==> src/rtl/exu_bjp_ctrl.sv <==
// exu_bjp_ctrl: redirect sequencer for resolved branches/jumps from the EXU.
// A taken jump captures its target, flushes IF/ID for FLUSH_CYCLES cycles,
// then offers a redirect to the IFU under valid/ready. EX is stalled
// throughout, and completed redirects are counted.
//
// Optional feature macro: BJP_MISALIGN_CHK_EN
//   When defined, a target with bit1 set raises a one-cycle misaligned-target
//   exception instead of a redirect. When undefined, no check is made and the
//   exception outputs are tied to 0.
//
// Ports:
//   i_clk, i_rst_n     clock, synchronous active-low reset
//   i_bjp_valid        resolved branch/jump present in EX
//   i_jump_en          branch/jump is taken
//   i_jump_addr        computed target
//   i_pc               PC of the branch/jump (not needed for the redirect itself)
//   i_kill             trap/interrupt abort, overrides everything
//   o_bjp_ready        high only in idle
//   o_stall            high whenever a redirect sequence is in progress
//   o_flush            IF/ID flush
//   o_redir_valid      redirect request to IFU; i_redir_ready accepts it
//   o_redir_pc         redirect target (bit0 cleared)
//   o_redir_cnt        completed redirects, wrapping
//   o_misalign_exc     misaligned-target pulse (optional feature)
//   o_exc_tval         faulting target (optional feature)
module exu_bjp_ctrl #(
  parameter int unsigned FLUSH_CYCLES = 2,
  parameter int unsigned CNT_W        = 32
) (
  input  logic             i_clk,
  input  logic             i_rst_n,
  input  logic             i_bjp_valid,
  input  logic             i_jump_en,
  input  logic [31:0]      i_jump_addr,
  input  logic [31:0]      i_pc,
  input  logic             i_kill,
  output logic             o_bjp_ready,
  output logic             o_stall,
  output logic             o_flush,
  output logic             o_redir_valid,
  input  logic             i_redir_ready,
  output logic [31:0]      o_redir_pc,
  output logic [CNT_W-1:0] o_redir_cnt,
  output logic             o_misalign_exc,
  output logic [31:0]      o_exc_tval
);

  typedef enum logic [1:0] {StIdle, StFlush, StRedir, StExc} state_e;

  // Counter is loaded with FLUSH_CYCLES-1 so that FLUSH lasts FLUSH_CYCLES cycles.
  localparam logic [3:0] FlushInit = (FLUSH_CYCLES == 0) ? 4'd0 : 4'(FLUSH_CYCLES - 1);

  state_e           r_state, w_state_nxt;
  logic [3:0]       r_flush_cnt, w_flush_cnt_nxt;
  logic [31:0]      r_target, w_target_nxt;
  logic [CNT_W-1:0] r_redir_cnt, w_redir_cnt_nxt;
  logic             w_misalign;

`ifdef BJP_MISALIGN_CHK_EN
  logic [31:0] r_tval, w_tval_nxt;
  logic        w_unused;

  assign w_misalign = i_jump_addr[1];
  assign w_unused   = ^i_pc;
`else
  logic w_unused;

  assign w_misalign = 1'b0;
  assign w_unused   = ^{i_pc, i_jump_addr[0]};
`endif

  always_comb begin
    w_state_nxt     = r_state;
    w_flush_cnt_nxt = r_flush_cnt;
    w_target_nxt    = r_target;
    w_redir_cnt_nxt = r_redir_cnt;
`ifdef BJP_MISALIGN_CHK_EN
    w_tval_nxt      = r_tval;
`endif
    if (i_kill) begin
      // Kill wins in every state: drops accepts and pending handshakes alike.
      w_state_nxt     = StIdle;
      w_flush_cnt_nxt = 4'd0;
    end else begin
      case (r_state)
        StIdle: begin
          if (i_bjp_valid && i_jump_en) begin
            if (w_misalign) begin
              w_state_nxt = StExc;
`ifdef BJP_MISALIGN_CHK_EN
              w_tval_nxt  = i_jump_addr;
`endif
            end else begin
              w_target_nxt = {i_jump_addr[31:1], 1'b0};
              if (FLUSH_CYCLES == 0) begin
                w_state_nxt = StRedir;
              end else begin
                w_state_nxt     = StFlush;
                w_flush_cnt_nxt = FlushInit;
              end
            end
          end
        end
        StFlush: begin
          if (r_flush_cnt == 4'd0) begin
            w_state_nxt = StRedir;
          end else begin
            w_flush_cnt_nxt = r_flush_cnt - 4'd1;
          end
        end
        StRedir: begin
          if (i_redir_ready) begin
            w_state_nxt     = StIdle;
            w_redir_cnt_nxt = r_redir_cnt + 1'b1;
          end
        end
        StExc: begin
          w_state_nxt = StIdle;
        end
        default: begin
          w_state_nxt = StIdle;
        end
      endcase
    end
  end

  always_ff @(posedge i_clk) begin
    if (!i_rst_n) begin
      r_state     <= StIdle;
      r_flush_cnt <= 4'd0;
      r_target    <= 32'd0;
      r_redir_cnt <= '0;
`ifdef BJP_MISALIGN_CHK_EN
      r_tval      <= 32'd0;
`endif
    end else begin
      r_state     <= w_state_nxt;
      r_flush_cnt <= w_flush_cnt_nxt;
      r_target    <= w_target_nxt;
      r_redir_cnt <= w_redir_cnt_nxt;
`ifdef BJP_MISALIGN_CHK_EN
      r_tval      <= w_tval_nxt;
`endif
    end
  end

  // All outputs decode registered state; nothing combinational from i_redir_ready.
  assign o_bjp_ready   = (r_state == StIdle);
  assign o_stall       = (r_state != StIdle);
  assign o_flush       = (r_state == StFlush);
  assign o_redir_valid = (r_state == StRedir);
  assign o_redir_pc    = r_target;
  assign o_redir_cnt   = r_redir_cnt;

`ifdef BJP_MISALIGN_CHK_EN
  assign o_misalign_exc = (r_state == StExc);
  assign o_exc_tval     = r_tval;
`else
  assign o_misalign_exc = 1'b0;
  assign o_exc_tval     = 32'd0;
`endif

endmodule

==> config.mk <==
export PLATFORM = sky130hd
export DESIGN_NAME = exu_bjp_ctrl
export DESIGN_NICKNAME = d
export VERILOG_FILES = /design/src/rtl/exu_bjp_ctrl.sv
export SDC_FILE = /design/constraint.sdc
export NUM_CORES = 1
export LEC_CHECK = 0
export BUFFER_PORTS_ARGS = -buffer_cell sky130_fd_sc_hd__buf_2
export CORE_UTILIZATION = 46
export DETAILED_ROUTE_END_ITERATION = 10
export PLACE_DENSITY = 0.82
export SYNTH_ARGS = -nofsm -noshare
export SYNTH_HDL_FRONTEND = slang
export SYNTH_SLANG_ARGS = --single-unit
==> constraint.sdc <==
create_clock -name i_clk -period 3.99 [get_ports i_clk]
set_input_delay 0.399 -clock i_clk [delete_from_list [all_inputs] [get_ports i_clk]]
set_output_delay 0.399 -clock i_clk [all_outputs]
set_load 0.05 [all_outputs]
Yosys cells after proc, flatten, opt, wreduce, memory -nomap -nowiden
Cells that the tools add are included.
{"block": "word_totals", "regBits": 69, "input_bits": 70, "output_inout_bits": 101, "elab_cells": 32}
{"block": "op_classes", "add_sub_neg": 2, "n_eq_ne": 7, "mux": 7, "n_bitwise": 2, "n_reduce_logical": 10}
{"op": "32-bit by 1-bit adder with 32-bit output, second input constant", "count": 1}
{"op": "3-bit AND reduction", "count": 4}
{"op": "4-bit two-way mux", "count": 2}
{"op": "2-bit case mux with 4 select lines", "count": 1}
{"op": "4-bit case mux with 2 select lines", "count": 1}
{"op": "2-bit two-way mux", "count": 3}
{"op": "2-bit by 1-bit != test with 1-bit output, second input constant", "count": 3}
{"op": "2-bit == test, second input constant", "count": 2}
{"op": "4-bit zero test", "count": 1}
{"op": "2-bit nonzero test", "count": 2}
{"op": "4-bit by 1-bit subtractor with 4-bit output, second input constant", "count": 1}
{"op": "2-bit by 1-bit == test with 1-bit output, second input constant", "count": 1}
{"op": "2-bit zero test", "count": 1}
{"op": "2-bit != test, second input constant", "count": 1}
{"op": "1-bit NOT", "count": 2}
{"op": "2-bit OR reduction", "count": 1}
{"op": "1-bit logical AND", "count": 1}

Logic depth before layout (Yosys ltp)
Gate-level depths: netlist (run 1).
{"block": "depth", "ltp_word": 3, "depth_mapped": 7, "ltp_nobuf": 6}

Worst setup path before layout (run 1)
Ideal clock, no wire load.
{"block": "synth_path", "path_kind": "flip-flop to flip-flop", "startpoint": "register r_redir_cnt[0], in the netlist o_redir_cnt[0]", "endpoint": "register r_redir_cnt[30], in the netlist o_redir_cnt[30]", "arrival_ns": 2.194, "required_time_ns": 3.920, "path_slack_ns": 1.725, "stages_incl_launch_ff": 7, "synth_period_minus_slack_ns": 2.265, "cell_sequence": "dfxtp_1 -> ha_1 -> nand4b_1 -> or4_1 -> clkbuf_1 -> or4_1 -> a21oi_1"}
{"block": "synth_between", "elab_chain_len": 1}
{"item": "start: declaration", "line": "56", "source": "logic [CNT_W-1:0] r_redir_cnt, w_redir_cnt_nxt;"}
{"item": "start signal: assignment", "line": "140", "source": "r_redir_cnt <= w_redir_cnt_nxt;"}
{"item": "32-bit by 1-bit adder with 32-bit output", "line": "114", "source": "w_redir_cnt_nxt = r_redir_cnt + 1'b1;"}
No other way between the ends.
A chain may end at the register's enable or synchronous reset.

Worst setup path after layout (run 1)
{"block": "layout_path", "startpoint": "register r_state[1]", "endpoint": "register r_redir_cnt[17], in the netlist o_redir_cnt[17]"}
{"block": "layout_between", "elab_chain_len": 2}
{"item": "start: declaration", "line": "53", "source": "state_e r_state, w_state_nxt;"}
{"item": "start signal: assignment", "line": "129", "source": "r_state <= StIdle;"}
{"item": "start signal: assignment", "line": "137", "source": "r_state <= w_state_nxt;"}
{"item": "2-bit == test", "line": "85", "source": "case (r_state)"}
{"item": "3-bit AND reduction (no line)"}
No other way between the ends.

==> results of run 1 <==
==> Yosys cell counts, types with 4 or more instances <==
library cell and instances:
clkbuf_1 16, o31ai_1 7, nand3_1 8, nor3_1 4
or4_1 10, or3_1 8, nor2_1 16, xor2_1 6
dfxtp_1 69, a21oi_1 48, nor4_1 4, mux2i_1 8
xnor2_1 4, o21ai_0 8, inv_1 9, nand4_1 8
buf_4 34, nand2_1 84, nor2b_1 4, nand2b_1 9
==> path summary, 6_finish.rpt <==
check | from | to | slack [ps] | cells after the start
setup / recovery | r_state[1] | o_redir_cnt[17] | 1800 | 4
hold / removal | i_jump_addr[9] | o_redir_pc[9] | 290 | 3
setup reg to reg | r_state[1] | o_redir_cnt[17] | 1800 | 4
hold reg to reg | o_redir_pc[12] | o_redir_pc[12] | 450 | 2
==> power by group <==
part           internal (mW)  total (mW)  switching, mW
sequential             0.699       0.705        0.00579
clock                  0.221       0.487          0.267
combinational         0.0326       0.183          0.151
==> cells in the final DEF, fill, tap and decap left out, types with 2 or more instances in the layout <==
cell,netlist,final
a21oi_1,48,48
and3_1,3,3
buf_2,3,103
clkbuf_8,0,9
clkinv_2,0,4
clkinvlp_4,0,3
conb_1,1,34
dfxtp_1,69,69
ha_1,3,3
inv_1,9,9
mux2i_1,8,8
nand2_1,84,84
nand2b_1,9,9
nand3_1,8,8
nand4_1,8,8
nand4b_1,2,2
nand4bb_1,2,2
nor2_1,16,15
nor2b_1,4,4
nor3_1,4,4
nor4_1,4,4
o21ai_0,8,8
o31ai_1,7,7
or2_2,3,3
or3_1,8,8
or4_1,10,10
xnor2_1,4,4
xor2_1,6,6
==> tightest hold or removal path: cells and delay by family <==
family	cells	cell delay, ps
simple gates	1	40
buf+inv	1	90
compound gates	1	50
==> stage by stage <==
step           utilization (%)  total power, mW
2_1_floorplan                -            0.894
3_3_place_gp              53.6            0.901
3_5_place_dp              53.6            0.904
4_1_cts                   56.1             1.39
5_1_grt                   56.1             1.44
6_report                  56.1             1.38
==> logic make-up after synthesis <==
| family | count (synthesis) |
|---|---|
| flops | 69 |
| fa+ha+maj | 3 |
| compound gates | 65 |
| other cells | 1 |
| simple gates | 174 |
| xor+xnor | 10 |
| mux | 9 |
| buf+inv | 64 |
==> layer usage <==
metal  global-route usage (%)  share of wire [%]  vias to the layer above  wire, um
met4                     6.21                1.9                        0       133
met5                        0                  0                        -         0
met1                     23.0                 44                     1361      3080
met2                     31.6                 48                       96      3300
li1                         -                  -                     1464         -
met3                     5.77                6.0                       14       416
==> flip-flops by register name, indices dropped and copies added, names as in the netlist <==
register     flops
r_flush_cnt      4
o_redir_pc      31
r_state          2
o_redir_cnt     32
==> area by class of cell <==
cell class	instances	area share, %
flip-flops and latches	69	36.5
repair buffers	103	13.6
inverters	10	0.991
well taps	80	2.64
multi-input cells	295	41.9
clock inverters	7	1.12
clock buffers	9	3.27
==> out/metrics.csv, run 1 <==
stage,metric,value,unit
status,run_status,completed,
finish,stdcell_area,0.00379,sq mm
drt,finalWirelength,6.93,mm
critical_path,max_stage_delay,730,ps
finish,syn2layout_area_growth,17.9,%
logic_synthesis,avgSynthCellArea,8.14,sq um
timing,setup_tns,0,ps
logic_synthesis,netlist.top_cell.by_area,dfxtp_1,
clock_tree,ctsResizeCount,0,
drt,dr.pass1.iters,4,
logic_synthesis,synth_compound_area_share,10.9,%
logic_synthesis,async_flop_share,0,%
timing,hold_viol,0,
place,numPortBuffers,103,
grt,antenna_found_initial,0,
drt,avgRoutedWirePerCell,12.1,um
floorplan,die-area,0.00733,sq mm
grt,grt-ovfl-total,0,
timing,final-setup-viol-count,0,
place,place_area,0.00362,sq mm
timing,fin_skew,5.46,ps
grt,grt_pass1_vias,2492,
hold_path,hold_class,input pin to flip-flop,
timing,fmax,0.457,GHz
logic_synthesis,synth-simple-area-share,27.8,%
timing,holdWs,294,ps
logic_synthesis,yosys_warnings,0,
critical_path,critPathRequiredTime,4250,ps
clock_tree,cts_setup_buffers,0,
critical_path,cp_slowest_cell,or4_1,
critical_path,path_common_cell,or4_1,
drt,drcViolationCount,0,
critical_path,crit_fanout,12,
clock_tree,cts_buffers,9,
critical_path,worstSetupPathType,flip-flop to flip-flop,
grt,track_usage,18.8,%
power,ir_worst_vdd,0.291,mV
grt,grt_max_degree,56,
critical_path,cp-end-kind,flip-flop,
place,place.gp.congestion,0.791,
logic_synthesis,yosysSeqAreaShare,43.0,%
grt,grt_pass1_wl,11.1,mm
finish,drive_gt1_share,26.4,%
power,power.density,363,mW/mm^2
finish,nets,561,
timing,fin_crit_sh,54.8,%
job,drv.max_cap_violation_count,0,
clock_tree,cts_tree,done,
drt,drt_iter0_drc,94,
finish,register_area,0.00138,sq mm
logic_synthesis,synthAdderAreaFrac,1.17,%
floorplan,rows,30,
drt,viasPerCell,5.12,
floorplan,ios,171,
timing,worst_slack,1800,ps
place,hpwl,4.94,mm
timing,slew_violations,0,
clock_tree,worstSkewPairLatency,330,ps
timing,rsz0062_at_grt,false,
place,dpl_worst_slack,1650,ps
logic_synthesis,netlist_area,0.00321,sq mm
floorplan,die_h,85.6,um
logic_synthesis,ys_types,41,
clock_tree,path_clk_slew,80,ps
finish,nFillCells,648,
clock_tree,cts_root_buf,clkbuf_8,
logic_synthesis,synth_area_leaders,"dfxtp_1, nand2_1, buf_4",
clock_tree,cts_hold_buf,0,
logic_synthesis,synth_top_family_by_area,simple AND/OR/NAND/NOR gates,
place,dp_cells,557,
clock_tree,cts_max_path_buffers,2,
clock_tree,clock-sinks,69,
timing,fin_crit,2190,ps
drt,vias,2935,
timing,worst_slew_pin_slew,1160,ps
critical_path,arrival,2440,ps
timing,relSlewSlack,22.6,%
logic_synthesis,synth_edf_count,0,
floorplan,die_w,85.6,um
finish,stdcell_count,573,
clock_tree,htreeDepth,3,
logic_synthesis,synthFlopType,dfxtp_1,
critical_path,crit_buf_inv,0,
critical_path,crit_path_cell_trace,"nand4bb_1, or4_1, or4_1, a21oi_1",
drt,drtAntennaViolNets,0,
logic_synthesis,synth_xor_area_share,2.72,%
power,p_leak,1.64,nW
logic_synthesis,synthCells,395,
critical_path,crit_family,simple AND/OR/NAND/NOR gates,
finish,multi_input_area,0.00159,sq mm
floorplan,start_util,47.6,%
logic_synthesis,synth.top_cell.area_share,43.0,%
logic_synthesis,ys_ff_latch,69,
critical_path,startpoint_type,flip-flop,
finish,num_antenna_cells,0,
logic_synthesis,synthMuxAreaShare,2.84,%
floorplan,fp.coreArea,0.00676,sq mm
Note: power is estimated with default switching activity, not from simulation.
==> run 2: changes to the inputs <==
CORE_UTILIZATION = 41   (was 46)
PLACE_DENSITY = 0.77   (was 0.82)
clock period = 2 ns   (was 3.99 ns; I/O delays follow)
==> run 2 against run 1 <==
Compared with the run above:
- core utilization fell by 0.86 points
- largest cell class unchanged
- register-to-register slack got worse by 1700 ps
- clock skew is 6.8 ps higher
- global-route usage is 0.52 points lower
- total power up 120%
- routed wire length rose by 7.4%
- first-iteration DRC count rose by 49%
- worst hold slack got worse by 200 ps
- final area grew 8.0%
- worst setup slack got worse by 1700 ps
==> out/metrics.csv, run 2 (synthesis gave the netlist of run 1 again) <==
stage,metric,value,unit,change
critical_path,crit_buf_inv,0,,unchanged
critical_path,startpoint_type,flip-flop,,
clock_tree,htreeDepth,3,,unchanged
critical_path,crit_fanout,6,,-6
critical_path,startpoint,o_redir_cnt[10],,
power,seqPwrFrac,45.7,%,-5.6 points
place,place_area,0.00385,sq mm,+6.3%
timing,fmax,0.527,GHz,+15%
critical_path,crit_path_cell_trace,"nand4_1, or4_2, or3_1, a21oi_1",,
power,ir_worst_vdd,0.354,mV,+22%
timing,fin_crit,1900,ps,-288 ps
drt,avgRoutedWirePerCell,12.1,um,+0.39%
floorplan,die_h,90.5,um,+5.8%
drt,drt_iter0_drc,140,,+49%
floorplan,start_util,43.4,%,-4.2 points
critical_path,arrival,2150,ps,-290 ps
timing,holdWs,97.8,ps,-196 ps
finish,nets,582,,+3.7%
power,p_leak,1.80,nW,+9.7%
finish,largest_reg_flops,32,,unchanged
power,pwr-share-comb,12.5,%,-0.8 points
clock_tree,cts_tree,done,,
grt,grt-ovfl-total,0,,unchanged
critical_path,crit_family,simple AND/OR/NAND/NOR gates,,
critical_path,reg2reg_from,o_redir_cnt[10],,
finish,num_antenna_cells,0,,unchanged
floorplan,fp.coreArea,0.00741,sq mm,+9.6%
clock_tree,clock-sinks,69,,unchanged
place,dp_cells,597,,+7.2%
finish,stdcell_area,0.00409,sq mm,+8.0%
clock_tree,cts_setup_buffers,0,,unchanged
grt,gr-usage-met2,32.0,%,+0.44 points
clock_tree,cts_max_path_buffers,2,,unchanged
floorplan,ios,171,,unchanged
grt,grtUsageMet1,22.2,%,-0.79 points
timing,setup_tns,0,ps,unchanged
clock_tree,cts_root_buf,clkbuf_8,,
clock_tree,worstSkewPairLatency,340,ps,about the same
timing,fin_skew,12.2,ps,+6.78 ps
finish,syn2layout_area_growth,27.2,%,
grt,grt.met3_usage,4.63,%,-1.1 points
finish,final_common_cell,buf_2,,
clock_tree,path_clk_slew,90,ps,about the same
drt,vias,2980,,+1.5%
hold_path,hold_class,input pin to flip-flop,,
critical_path,reg2reg_to,o_redir_cnt[21],,
clock_tree,cts_buffers,9,,unchanged
grt,antenna_found_initial,0,,unchanged
grt,grt_busiest_layer,met2,,
timing,relSlewSlack,60.3,%,+38 points
grt,track_usage,18.3,%,-0.52 points
finish,final_cell_mix,"buf_2, nand2_1, dfxtp_1",,
floorplan,die-area,0.00820,sq mm,+12%
status,run_status,completed,,
floorplan,die_w,90.5,um,+5.8%
power,p_clk_share,41.8,%,+6.4 points
power,power.switching,881,uW,+110%
finish,multi_input_area,0.00161,sq mm,+1.2%
power,p_sw_share,28.8,%,-2.0 points
finish,nFillCells,702,,+8.3%
drt,finalWirelength,7.45,mm,+7.4%
timing,rsz0062_at_grt,false,,
critical_path,endpoint,o_redir_cnt[21],,
finish,stdcell_count,613,,+7.0%
critical_path,cp.depth,4,,unchanged
critical_path,critPathRequiredTime,2250,ps,-2000 ps
critical_path,max_stage_delay,690,ps,-40 ps
place,hpwl,5.40,mm,+9.2%
place,place.gp.congestion,0.785,,-0.80%
job,drv.max_cap_violation_count,0,,unchanged
critical_path,cp_slowest_cell,or4_2,,
timing,hold_viol,0,,unchanged
critical_path,r2r_cells,4,,unchanged
finish,register_area,0.00141,sq mm,+2.4%
finish,drive_gt1_share,34.0,%,+7.7 points
timing,fin_crit_sh,94.9,%,+40 points
critical_path,cp-end-kind,flip-flop,,
critical_path,worstSetupPathType,flip-flop to flip-flop,,
grt,grt_max_degree,32,,-43%
floorplan,rows,31,,+3.3%
power,internal-power,2.18,mW,+130%
timing,slew_violations,0,,unchanged
place,numPortBuffers,103,,unchanged
power,power.density,749,mW/mm^2,+110%
drt,drtAntennaViolNets,0,,unchanged
grt,grt_pass1_vias,2737,,+9.8%
timing,worst_slew_pin_slew,595,ps,-564 ps
critical_path,r2r_slack,100,ps,-1700 ps
drt,viasPerCell,4.86,,-5.1%
drt,dr.pass1.iters,4,,unchanged
grt,grt_pass1_wl,12.3,mm,+11%
timing,final-setup-viol-count,0,,unchanged
drt,drcViolationCount,0,,unchanged
-- run 2: power by group through the flow --
stage | combinational [mW] | sequential, mW | clock [mW]
4_1_cts | 0.381 | 1.40 | 1.32
5_1_grt | 0.407 | 1.40 | 1.38
6_report | 0.382 | 1.40 | 1.28
3_5_place_dp | 0.381 | 1.43 | 0
2_1_floorplan | 0.274 | 1.51 | 0
3_3_place_gp | 0.376 | 1.43 | 0
-- run 2: what timing repair did --
item	CTS	global route
setup endpoints to repair	0	11
hold buffers	0	0
gates resized for setup	0	5
-- run 2: final cells by class --
class	instances	area share, %
Clock buffer	10	3.12
Clock inverter	6	2.32
Inverter	10	0.918
Multi-Input combinational cell	295	39.3
Sequential cell	69	34.6
Tap cell	99	3.03
Timing Repair Buffer	124	16.8
-- run 2: how the worst min path moves through the flow --
| stage | startpoint | to | slack (ps) | cells past startpoint |
|---|---|---|---|---|
| after global routing | i_jump_addr[11] | o_redir_pc[11] | 80 | 3 |
| after global placement | o_redir_pc[9] | o_redir_pc[9] | 440 | 2 |
| final | i_jump_addr[19] | o_redir_pc[19] | 100 | 3 |
| after floorplan | i_jump_addr[30] | o_redir_pc[30] | 340 | 2 |
| after detailed placement | o_redir_pc[12] | o_redir_pc[12] | 440 | 2 |
| after CTS | i_jump_addr[15] | o_redir_pc[15] | 80 | 3 |
-- run 2: per-layer routing --
layer	part of all wire, %	up-vias
met5	0	-
met4	0.54	0
met3	4.8	4
met2	49	88
met1	46	1382
li1	-	1506
-- run 2: through the flow --
| stage | worst slack, ps | power [mW] | util (%) |
|---|---|---|---|
| floorplan | 3.89 | 1.78 | - |
| global placement | 58.9 | 1.81 | 52.0 |
| detailed placement | 25.7 | 1.81 | 52.0 |
| CTS | 16.6 | 3.10 | 55.0 |
| global route | 20.8 | 3.19 | 55.2 |
| finish | 102 | 3.06 | 55.2 |
-- run 2: tightest hold or removal path, delay by kind of cell --
| kind | cells | cell delay (ps) |
|---|---|---|
| AO/OA/AOI/OAI | 1 | 50 |
| AND/OR/NAND/NOR | 1 | 50 |
| buffers and inverters | 1 | 90 |
